===== config.mk =====
export PLATFORM = sky130hd
export DESIGN_NAME = cpu_controller_flat
export DESIGN_NICKNAME = d
export VERILOG_FILES = /design/src/rtl/cpu_controller_pkg.sv /design/src/rtl/cpu_controller_if.sv /design/src/rtl/cpu_controller_cond_eval.sv /design/src/rtl/cpu_controller.sv /design/src/flat_wrapper.sv
export SDC_FILE = /design/constraint.sdc
export NUM_CORES = 1
export LEC_CHECK = 0
export ABC_AREA = 1
export CAP_MARGIN = 20
export CORE_UTILIZATION = 40
export CTS_CLUSTER_SIZE = 20
export DETAILED_ROUTE_END_ITERATION = 7
export PLACE_DENSITY = 0.72
export REMOVE_ABC_BUFFERS = 1
export SLEW_MARGIN = 40
export SYNTH_ARGS = -nofsm -noshare
export SYNTH_HDL_FRONTEND = slang
export SYNTH_SLANG_ARGS = --single-unit

===== constraint.sdc =====
create_clock -name clk -period 2.2 [get_ports clk]
set_input_delay 0.66 -clock clk [delete_from_list [all_inputs] [get_ports clk]]
set_output_delay 0.66 -clock clk [all_outputs]
set_load 0.01 [all_outputs]

===== src/rtl/cpu_controller_pkg.sv =====
// cpu_controller_pkg: FSM states, ALU op codes, opcode/ext fields, condition codes, PSR bit indices, reg-op decode helper
package cpu_controller_pkg;
  typedef enum logic [2:0] {S_FETCH, S_DECODE, S_EXEC, S_MEM_RD, S_LD_WB, S_MEM_WR, S_HALT} state_t;
  localparam logic [3:0] ALU_ADD = 4'd0, ALU_SUB = 4'd1, ALU_AND = 4'd2, ALU_XOR = 4'd3, ALU_OR = 4'd4;
  localparam logic [3:0] ALU_CMP = 4'd5, ALU_MOV = 4'd6, ALU_LSH = 4'd7, ALU_LSHI = 4'd8, ALU_LUI = 4'd9;
  localparam logic [3:0] OP_REG = 4'h0, OP_MEM = 4'h4, OP_SHIFT = 4'h8, OP_BCOND = 4'hC, OP_LUI = 4'hF;
  localparam logic [3:0] EXT_ADD = 4'h5, EXT_SUB = 4'h9, EXT_CMP = 4'hB, EXT_AND = 4'h1;
  localparam logic [3:0] EXT_OR = 4'h2, EXT_XOR = 4'h3, EXT_MOV = 4'hD;
  localparam logic [3:0] EXT_LOAD = 4'h0, EXT_STOR = 4'h4, EXT_JAL = 4'h8, EXT_JCOND = 4'hC;
  localparam logic [3:0] EXT_LSH = 4'h4, EXT_LSHI0 = 4'h0, EXT_LSHI1 = 4'h1;
  localparam logic [3:0] CC_EQ = 4'h0, CC_NE = 4'h1, CC_CS = 4'h2, CC_CC = 4'h3, CC_HI = 4'h4, CC_LS = 4'h5;
  localparam logic [3:0] CC_GT = 4'h6, CC_LE = 4'h7, CC_FS = 4'h8, CC_FC = 4'h9, CC_LO = 4'hA, CC_HS = 4'hB;
  localparam logic [3:0] CC_LT = 4'hC, CC_GE = 4'hD, CC_UC = 4'hE, CC_NV = 4'hF;
  localparam int PSR_C = 0, PSR_F = 1, PSR_L = 2, PSR_Z = 3, PSR_N = 4;
  localparam logic [1:0] PC_INC = 2'd0, PC_DISP = 2'd1, PC_REG = 2'd2;
  localparam logic [1:0] WB_ALU = 2'd0, WB_MEM = 2'd1, WB_PC1 = 2'd2;
  function automatic logic [4:0] rr_decode(input logic [3:0] code);
    case (code)
      EXT_ADD: return {1'b1, ALU_ADD};
      EXT_SUB: return {1'b1, ALU_SUB};
      EXT_CMP: return {1'b1, ALU_CMP};
      EXT_AND: return {1'b1, ALU_AND};
      EXT_OR:  return {1'b1, ALU_OR};
      EXT_XOR: return {1'b1, ALU_XOR};
      EXT_MOV: return {1'b1, ALU_MOV};
      default: return {1'b0, ALU_ADD};
    endcase
  endfunction
endpackage


===== src/rtl/cpu_controller_if.sv =====
// cpu_controller_if: controller/datapath bundle; master = controller (instr, psr_in, mem_ready in; strobes, flags, halted out), slave = datapath side
interface cpu_controller_if;
  logic [15:0] instr;
  logic [4:0]  psr_in;
  logic        mem_ready;
  logic [3:0]  alucont;
  logic        imm_sel;
  logic        imm_zext;
  logic        ir_we;
  logic        pc_en;
  logic        reg_we;
  logic [1:0]  pc_sel;
  logic [1:0]  wb_sel;
  logic        mem_req;
  logic        mem_we;
  logic        mem_addr_sel;
  logic [4:0]  flags;
  logic        halted;
  modport master (
    input  instr, psr_in, mem_ready,
    output alucont, imm_sel, imm_zext, ir_we, pc_en, reg_we, pc_sel, wb_sel,
    output mem_req, mem_we, mem_addr_sel, flags, halted
  );
  modport slave (
    output instr, psr_in, mem_ready,
    input  alucont, imm_sel, imm_zext, ir_we, pc_en, reg_we, pc_sel, wb_sel,
    input  mem_req, mem_we, mem_addr_sel, flags, halted
  );
endinterface


===== src/rtl/cpu_controller_cond_eval.sv =====
// cond_eval: branch condition decode; cond (4b Rdest field) and flags (5b PSR) in, taken out
module cond_eval
  import cpu_controller_pkg::*;
(
  input  logic [3:0] cond,
  input  logic [4:0] flags,
  output logic       taken
);
  logic c, f, l, z, n;
  logic [15:0] tbl;
  assign c = flags[PSR_C];
  assign f = flags[PSR_F];
  assign l = flags[PSR_L];
  assign z = flags[PSR_Z];
  assign n = flags[PSR_N];
  assign tbl = {1'b0, 1'b1, n | z, !n && !z, l | z, !l && !z, !f, f, !n, n, !l, l, !c, c, !z, z};
  assign taken = tbl[cond];
endmodule


===== src/rtl/cpu_controller.sv =====
// cpu_controller: multicycle control FSM; clk, reset (async high), bus (cpu_controller_if.master) carries instr/psr_in/mem_ready in and ALU/PC/regfile/memory strobes, flags, halted out
module cpu_controller
  import cpu_controller_pkg::*;
#(
  parameter int unsigned WAIT_MAX = 255
) (
  input  logic             clk,
  input  logic             reset,
  cpu_controller_if.master bus
);
  state_t state_q, state_d;
  logic [4:0] flags_q, flags_d;
  logic [7:0] wait_q, wait_d;
  logic [3:0] op, ext, alu_op, rr_alu;
  logic rr_ok, is_shift, is_alu, imm_form, logic_imm, sets_flags;
  logic is_load, is_stor, is_jal, is_jcond, is_bcond, legal, taken;
  assign op = bus.instr[15:12];
  assign ext = bus.instr[7:4];
  // immediate forms reuse the register-form ext value as their opcode
  assign {rr_ok, rr_alu} = rr_decode(op == OP_REG ? ext : op);
  assign is_shift = op == OP_SHIFT && (ext == EXT_LSH || ext == EXT_LSHI0 || ext == EXT_LSHI1);
  assign is_alu = rr_ok || is_shift || op == OP_LUI;
  assign alu_op = op == OP_LUI ? ALU_LUI : is_shift ? (ext == EXT_LSH ? ALU_LSH : ALU_LSHI) : rr_alu;
  assign imm_form = is_alu && op != OP_REG && !(is_shift && ext == EXT_LSH);
  assign logic_imm = imm_form && (alu_op == ALU_AND || alu_op == ALU_OR || alu_op == ALU_XOR);
  assign sets_flags = is_alu && (alu_op == ALU_ADD || alu_op == ALU_SUB || alu_op == ALU_CMP);
  assign is_load = op == OP_MEM && ext == EXT_LOAD;
  assign is_stor = op == OP_MEM && ext == EXT_STOR;
  assign is_jal = op == OP_MEM && ext == EXT_JAL;
  assign is_jcond = op == OP_MEM && ext == EXT_JCOND;
  assign is_bcond = op == OP_BCOND;
  assign legal = is_alu || is_load || is_stor || is_jal || is_jcond || is_bcond;
  assign bus.flags = flags_q;
  assign bus.halted = state_q == S_HALT;
  cond_eval u_cond_eval (.cond(bus.instr[11:8]), .flags(flags_q), .taken(taken));
  always_comb begin
    state_d = state_q;
    flags_d = flags_q;
    wait_d = wait_q;
    bus.alucont = ALU_ADD;
    bus.imm_sel = 1'b0;
    bus.imm_zext = 1'b0;
    bus.ir_we = 1'b0;
    bus.pc_en = 1'b0;
    bus.reg_we = 1'b0;
    bus.pc_sel = PC_INC;
    bus.wb_sel = WB_ALU;
    bus.mem_req = 1'b0;
    bus.mem_we = 1'b0;
    bus.mem_addr_sel = 1'b0;
    case (state_q)
      S_FETCH, S_MEM_RD, S_MEM_WR: begin
        // reset forces FETCH, so gate the request to drop it while reset is held
        bus.mem_req = !reset;
        bus.mem_addr_sel = state_q != S_FETCH;
        bus.mem_we = state_q == S_MEM_WR;
        if (bus.mem_ready) begin
          bus.ir_we = state_q == S_FETCH;
          bus.pc_en = state_q == S_MEM_WR;
          state_d = state_q == S_FETCH ? S_DECODE : state_q == S_MEM_RD ? S_LD_WB : S_FETCH;
        end else begin
          wait_d = wait_q + 8'd1;
          state_d = wait_d == 8'(WAIT_MAX) ? S_HALT : state_q;
        end
      end
      S_DECODE: state_d = is_load ? S_MEM_RD : is_stor ? S_MEM_WR : legal ? S_EXEC : S_HALT;
      S_EXEC: begin
        state_d = S_FETCH;
        bus.pc_en = 1'b1;
        if (is_alu) begin
          bus.alucont = alu_op;
          bus.imm_sel = imm_form;
          bus.imm_zext = logic_imm;
          bus.reg_we = alu_op != ALU_CMP;
          flags_d = sets_flags ? bus.psr_in : flags_q;
        end else if (is_jal) begin
          bus.reg_we = 1'b1;
          bus.wb_sel = WB_PC1;
          bus.pc_sel = PC_REG;
        end else if (taken) begin
          bus.pc_sel = is_bcond ? PC_DISP : PC_REG;
        end
      end
      S_LD_WB: begin
        state_d = S_FETCH;
        bus.reg_we = 1'b1;
        bus.wb_sel = WB_MEM;
        bus.pc_en = 1'b1;
      end
      default: state_d = S_HALT;
    endcase
    if (state_d != state_q && (state_d == S_FETCH || state_d == S_MEM_RD || state_d == S_MEM_WR)) wait_d = '0;
  end
  always_ff @(posedge clk or posedge reset) begin
    if (reset) begin
      state_q <= S_FETCH;
      flags_q <= '0;
      wait_q <= '0;
    end else begin
      state_q <= state_d;
      flags_q <= flags_d;
      wait_q <= wait_d;
    end
  end
endmodule

===== src/flat_wrapper.sv =====
// flat-port wrapper written by rule: the top's interface ports become plain ports
module cpu_controller_flat import cpu_controller_pkg::*;
#(
  parameter int unsigned WAIT_MAX = 255
)
  (clk, reset, bus_instr, bus_psr_in, bus_mem_ready, bus_alucont, bus_imm_sel, bus_imm_zext, bus_ir_we, bus_pc_en, bus_reg_we, bus_pc_sel, bus_wb_sel, bus_mem_req, bus_mem_we, bus_mem_addr_sel, bus_flags, bus_halted);
  cpu_controller_if bus_i ();
  input  logic clk;
  input  logic reset;
  input wire logic [$bits(bus_i.instr)-1:0] bus_instr;
  input wire logic [$bits(bus_i.psr_in)-1:0] bus_psr_in;
  input wire logic [$bits(bus_i.mem_ready)-1:0] bus_mem_ready;
  output wire logic [$bits(bus_i.alucont)-1:0] bus_alucont;
  output wire logic [$bits(bus_i.imm_sel)-1:0] bus_imm_sel;
  output wire logic [$bits(bus_i.imm_zext)-1:0] bus_imm_zext;
  output wire logic [$bits(bus_i.ir_we)-1:0] bus_ir_we;
  output wire logic [$bits(bus_i.pc_en)-1:0] bus_pc_en;
  output wire logic [$bits(bus_i.reg_we)-1:0] bus_reg_we;
  output wire logic [$bits(bus_i.pc_sel)-1:0] bus_pc_sel;
  output wire logic [$bits(bus_i.wb_sel)-1:0] bus_wb_sel;
  output wire logic [$bits(bus_i.mem_req)-1:0] bus_mem_req;
  output wire logic [$bits(bus_i.mem_we)-1:0] bus_mem_we;
  output wire logic [$bits(bus_i.mem_addr_sel)-1:0] bus_mem_addr_sel;
  output wire logic [$bits(bus_i.flags)-1:0] bus_flags;
  output wire logic [$bits(bus_i.halted)-1:0] bus_halted;
  assign bus_i.instr = bus_instr;
  assign bus_i.psr_in = bus_psr_in;
  assign bus_i.mem_ready = bus_mem_ready;
  assign bus_alucont = bus_i.alucont;
  assign bus_imm_sel = bus_i.imm_sel;
  assign bus_imm_zext = bus_i.imm_zext;
  assign bus_ir_we = bus_i.ir_we;
  assign bus_pc_en = bus_i.pc_en;
  assign bus_reg_we = bus_i.reg_we;
  assign bus_pc_sel = bus_i.pc_sel;
  assign bus_wb_sel = bus_i.wb_sel;
  assign bus_mem_req = bus_i.mem_req;
  assign bus_mem_we = bus_i.mem_we;
  assign bus_mem_addr_sel = bus_i.mem_addr_sel;
  assign bus_flags = bus_i.flags;
  assign bus_halted = bus_i.halted;
  cpu_controller #(.WAIT_MAX(WAIT_MAX)) u_core (.clk(clk), .reset(reset), .bus(bus_i));
endmodule

# Word-level counts from Yosys, hierarchy flattened
# Index checks and enable logic that the tools add are counted.
[word_totals]
regBits = 16
out_inout_bits = 22
[classes]
addsub = 1
order_cmp = 1
eq_ne = 32
n_mux = 42
bitwise_logic = 2
reduce_logical = 47
[ops]
columns = ["op", "count"]
rows = [
  ["5-bit one-hot mux with 7 select lines", 1],
  ["4-bit == test, second input constant", 8],
  ["4-bit two-way mux", 6],
  ["8-bit two-way mux", 3],
  ["3-bit two-way mux", 7],
  ["4-bit by 3-bit == test with 1-bit output, second input constant", 5],
  ["4-bit by 2-bit == test with 1-bit output, second input constant", 4],
  ["1-bit logical OR", 15],
  ["2-bit two-way mux", 7],
  ["1-bit logical AND", 13],
  ["1-bit two-way mux", 13],
  ["3-bit == test, second input constant", 4],
  ["4-bit by 1-bit == test with 1-bit output, second input constant", 3],
  ["4-bit logical NOT", 3],
  ["3-bit by 2-bit == test with 1-bit output, second input constant", 3],
  ["3-bit one-hot mux with 3 select lines", 1],
  ["8-bit by 1-bit adder with 8-bit output, second input constant", 1],
  ["8-bit == test, second input constant", 1],
  ["1-bit logical NOT", 7],
  ["3-bit logical NOT", 2],
  ["4-bit by 5-bit < comparator with 1-bit output, second input constant", 1],
  ["1-bit binary-select mux with 4-bit select", 1],
  ["4-bit by 3-bit inequality test with 1-bit output, second input constant", 1],
  ["1-bit one-hot mux with 2 select lines", 2],
  ["other kinds (12)", 13],
]

# Depth between registers and ports, before layout
[logic_depth]
ltp_word = 21
ltp_mapped = 16
ltp_nobuf = 16

# By module
# Synthesis repeated with hierarchy kept, for this count alone.
[hier_totals]
cells_unflattened = 249
hier_area_um2 = 1589.0
[by_module_without_submodules]
columns = ["module", "instances", "cells_each", "area_per_inst_um2", "seq_area_each_um2"]
rows = [
  ["cpu_controller", 1, 223, 1478.9, 400.4],
  ["cond_eval", 1, 26, 110.1, 0.0],
]

# Least setup slack after synthesis
# No wires, ideal clock.
[synth_timing]
path_type = "input to output"
start = "input port bus_instr[12]"
end = "output port bus_imm_zext"
arrival_time_ns = 2.030
slack_ns = -0.490
stages = 9
n_path_buf = 0
cell_sequence = "nor2_4 nand4_1 nand2_1 inv_2 a21oi_2 nor2_2 inv_1 nand3b_1 a2111oi_0"
[synth_via]
elab_chain_len = 12
[synth_lines]
columns = ["item", "line_no", "text"]
rows = [
  ["start: declaration", "flat_wrapper.sv:10", "input wire logic [$bits(bus_i.instr)-1:0] bus_instr;"],
  ["4-bit logical NOT", "cpu_controller.sv:20", "assign {rr_ok, rr_alu} = rr_decode(op == OP_REG ? ext : op);"],
  ["4-bit two-way mux", "cpu_controller.sv:20", ""],
  ["4-bit == test, or another cell as far along", "cpu_controller_pkg.sv:18", "case (code)"],
  ["5-bit one-hot mux with 7 select lines", "cpu_controller_pkg.sv:18", ""],
  ["4-bit two-way mux (2 in a row)", "cpu_controller.sv:23", "assign alu_op = op == OP_LUI ? ALU_LUI : is_shift ? (ext == EXT_LSH ? ALU_LSH : ALU_LSHI) : rr_alu;"],
  ["4-bit by 2-bit == test with 1-bit output or 4-bit by 3-bit == test with 1-bit output (tied branches)", "cpu_controller.sv:25", "assign logic_imm = imm_form && (alu_op == ALU_AND || alu_op == ALU_OR || alu_op == ALU_XOR);"],
  ["1-bit logical OR (2 in a row)", "cpu_controller.sv:25", ""],
  ["1-bit logical AND", "cpu_controller.sv:25", ""],
  ["1-bit two-way mux (*)", "cpu_controller.sv:70", "if (is_alu) begin"],
  ["1-bit two-way mux (*)", "cpu_controller.sv:51", "case (state_q)"],
  ["end: declaration", "flat_wrapper.sv:15", "output wire logic [$bits(bus_i.imm_zext)-1:0] bus_imm_zext;"],
]
# Every way passes the cells marked *; elsewhere a longest branch is shown, timed or not.

# Worst setup path after layout
# Ends and elaborated chain as after synthesis.

==> run metrics <==
Reg2Reg Launch Point=u_core.wait_q[0]; Leak=1.38 nW; Die ar.=0.00414 mm2; crit path cell chain=buf_8, nor2_4, buf_12, nand4_1, nand2_2, nand3_2, nand2_2, nor2_4, inv_2, nand3b_1, a2111oi_2, buf_2; Setup Skew=4.78 ps; Post-Synth Simple-Gate Area=44.2%; Setup violations, final=15; failing checks=setup timing; post-synthesis sequential area ratio=25.7%; Seq pwr share=37.3%; antenna violation net count after detailed routing=0; CTS max path bufs=2; Die H=64.4 um; total congestion overflow=0; CTS buffer count=3; final hold vios=0; fin crit share=128%; DRC=0; Worst Setup Start Kind=primary input; Synth Area in Adders=1.61%; Clk pwr share=33.5%; Required @ worst endpoint=1540 ps; setup tns final=-4710 ps; worst slew pin tran=319 ps; via count=2076; First-pass DRT Iterations=4; Net Switching=0.219 mW; mux share of post-synthesis cell area=0.644%; Int Pwr=0.569 mW; Top Ports=46; non-filler instance count after layout=405; Mapped Cells=243; Total Nets Final=384; total routed wirelength=5700 um; WS Path Type=primary input to output pin; PortBufs=41; worst reg-to-reg path cell count=14; Max Cap Violations=0; H-tree Lvls=1; Synth Area in Compound Gates=13.5%; Final Max Tran Viols=0; Area contributors post-synth=dfrtp_1 26%, nand2_1 15%, inv_1 7.5%; worst setup path startpoint=bus_instr[12]; Pwr Total=0.788 mW; final hold slack=604 ps; Placer Congestion=0.842; first-pass GRT wire length=8270 um; WP depth=12; vias in the first global route=1884; antenna cells=0; num rows=22; synthesis-to-layout area growth=80.5%; Final Worst Setup Slack=-620 ps; Max stage delay on crit path=260 ps; Rel. slew slack=78.5%; Vias/cell=5.13; Inst Count DP=385; CP Data Arrival Time=2160 ps; Clock transition at path regs=60 ps; sw frac=27.8%; status=finished with violations; Synth area leader=dfrtp_1; Netlist Area Pre-Place=0.00156 mm2; CORE AREA=0.00369 mm2; initial detailed-routing violation count=130; Clock Latency Late Sink=260 ps; crit end category=output pin; pin count of the biggest net entering global routing=17; crit path max fanout=5; Post-DP HPWL=3460 um; min cycle time layout=2820 ps; Die W=64.4 um; CP max-delay cell=a2111oi_2; initial antenna violation count=0; largest family of logic cells by synthesized area=simple AND/OR/NAND/NOR gates; CTS hold repair buffers=0; initial core utilization=42.2%; Worst Hold Depth=2; CP bufs+invs=4; Seq cells post-synth=16; GRT Util Overall=25.5%; Gate power share=29.1%; top-area cell type share of the netlist area=25.7%; pwr dens=281 mW/mm2; Max Clock Freq=0.355 GHz; share of cells above drive strength 1=49.0%; min-delay src=u_core.wait_q[7]; Hold WC Path Type=register to register; post-synthesis xor/xnor area fraction=3.38%; maximum vdd drop=366 uV; root buffer cell=clkbuf_8; CTS tree=done; Synth Warn #=0; crit-path leading delay family=simple AND/OR/NAND/NOR gates; DR WL/cell=14.1 um; RSZ-0062 raised after global routing=yes; Sink Count=16; Syn Area/Cell=6.40 um2; Yosys cell types=39
==> cells in the final DEF, fill, tap and decap left out, drive strengths merged, types with 6 or more instances in the layout <==
| cell | instances |
|---|---|
| dlygate4sd2 | 7 |
| clkdlybuf4s50 | 12 |
| nand4 | 6 |
| buf | 86 |
| nor2 | 40 |
| nand3 | 20 |
| dfrtp | 16 |
| o21ai | 15 |
| nor3 | 6 |
| nand2 | 69 |
| inv | 41 |
==> flip-flops by register name, indices dropped and copies added, names as in the netlist <==
name / flops
u_core.state_q: 3
u_core.wait_q: 8
u_core.bus.flags: 5
==> worst reg2reg max path: cells and delay by family, from the launching register on <==
family,cells,cell delay [ps]
buffers and inverters,1,140
XOR/XNOR,1,160
flip-flops,1,430
adder cells (fa/ha/maj),1,240
AND/OR/NAND/NOR,11,970
==> power by group through the flow <==
stage          combinational [mW]  clock (mW)  sequential [mW]
6_report                    0.230       0.264            0.294
5_1_grt                     0.243       0.283            0.294
4_1_cts                     0.192       0.268            0.294
3_5_place_dp                0.164           0            0.300
3_3_place_gp                0.162           0            0.300
2_1_floorplan              0.0667           0            0.300
==> final timing paths <==
check | end | slack [ps]
min in group asynchronous | u_core.bus.flags[1] | 750
max in group asynchronous | u_core.wait_q[0] | 1250
worst min register to register | u_core.wait_q[7] | 600
worst min-delay path | u_core.wait_q[7] | 600
worst max-delay path | bus_imm_zext | -620
worst max register to register | u_core.wait_q[5] | 160
==> metal layers <==
layer	up-vias	GRT usage, %	part of all wire (%)
met2	101	45.8	50
met1	935	30.5	40
met3	25	2.86	6.3
met4	0	10.6	3.9
li1	1015	-	-
met5	-	0	0
==> cell families after synthesis <==
family | count (synthesis)
fa+ha+maj | 2
buf+inv | 43
compound gates | 32
mux | 1
flops | 16
xor+xnor | 6
simple gates | 143
==> metrics by stage <==
stage          setup WS (ps)  util (%)  cell area [um2]
6_report                -620      76.1             2810
5_1_grt                 -686      76.1             2810
4_1_cts                 -558      70.8             2610
3_5_place_dp           -1320      65.7             2420
3_3_place_gp           -1270      65.7             2420
2_1_floorplan           -490         -             1540
==> final cells by class <==
type / count / area (um2)
multi-input combinational: 185 / 1190
timing repair buffer: 111 / 927
fill: 255 / 882
sequential: 16 / 402
inverter: 41 / 169
tap: 48 / 60.1
clock buffer: 4 / 55.1
==> what timing repair did <==
item	4_1_cts	5_1_grt
cloned	0	1
setup buffers	15	7
resized for setup	121	46
pin swaps	25	29
setup endpoints to repair	30	27
==> cells in the mapped netlist <==
| cell type | instances |
|---|---|
| o211ai_1 | 1 |
| a21oi_2 | 1 |
| nand2_1 | 63 |
| nand3b_1 | 1 |
| mux2i_1 | 1 |
| inv_2 | 9 |
| o31ai_1 | 1 |
| nor3_2 | 3 |
| and2_4 | 1 |
| o21ai_0 | 9 |
| a32o_1 | 1 |
| clkbuf_1 | 1 |
| nor3_1 | 3 |
| nand3_2 | 4 |
| a31oi_1 | 1 |
| a31o_2 | 1 |
| nand2_2 | 4 |
| xor2_1 | 5 |
| o21ai_1 | 6 |
| inv_1 | 31 |
| ha_1 | 2 |
| a2111oi_0 | 1 |
| o221ai_1 | 1 |
| clkinv_1 | 1 |
| o21bai_4 | 1 |
| a21oi_1 | 4 |
| nand4_1 | 6 |
| nor2_4 | 1 |
| dfrtp_1 | 16 |
| o311ai_0 | 1 |
| a211oi_1 | 1 |
| nand3_1 | 16 |
| a21boi_1 | 1 |
| buf_6 | 1 |
| o22ai_1 | 1 |
| nor2_1 | 28 |
| nor2_2 | 11 |
| nand2_4 | 2 |
| xnor2_1 | 1 |
Note: power is estimated with default switching activity, not from simulation.
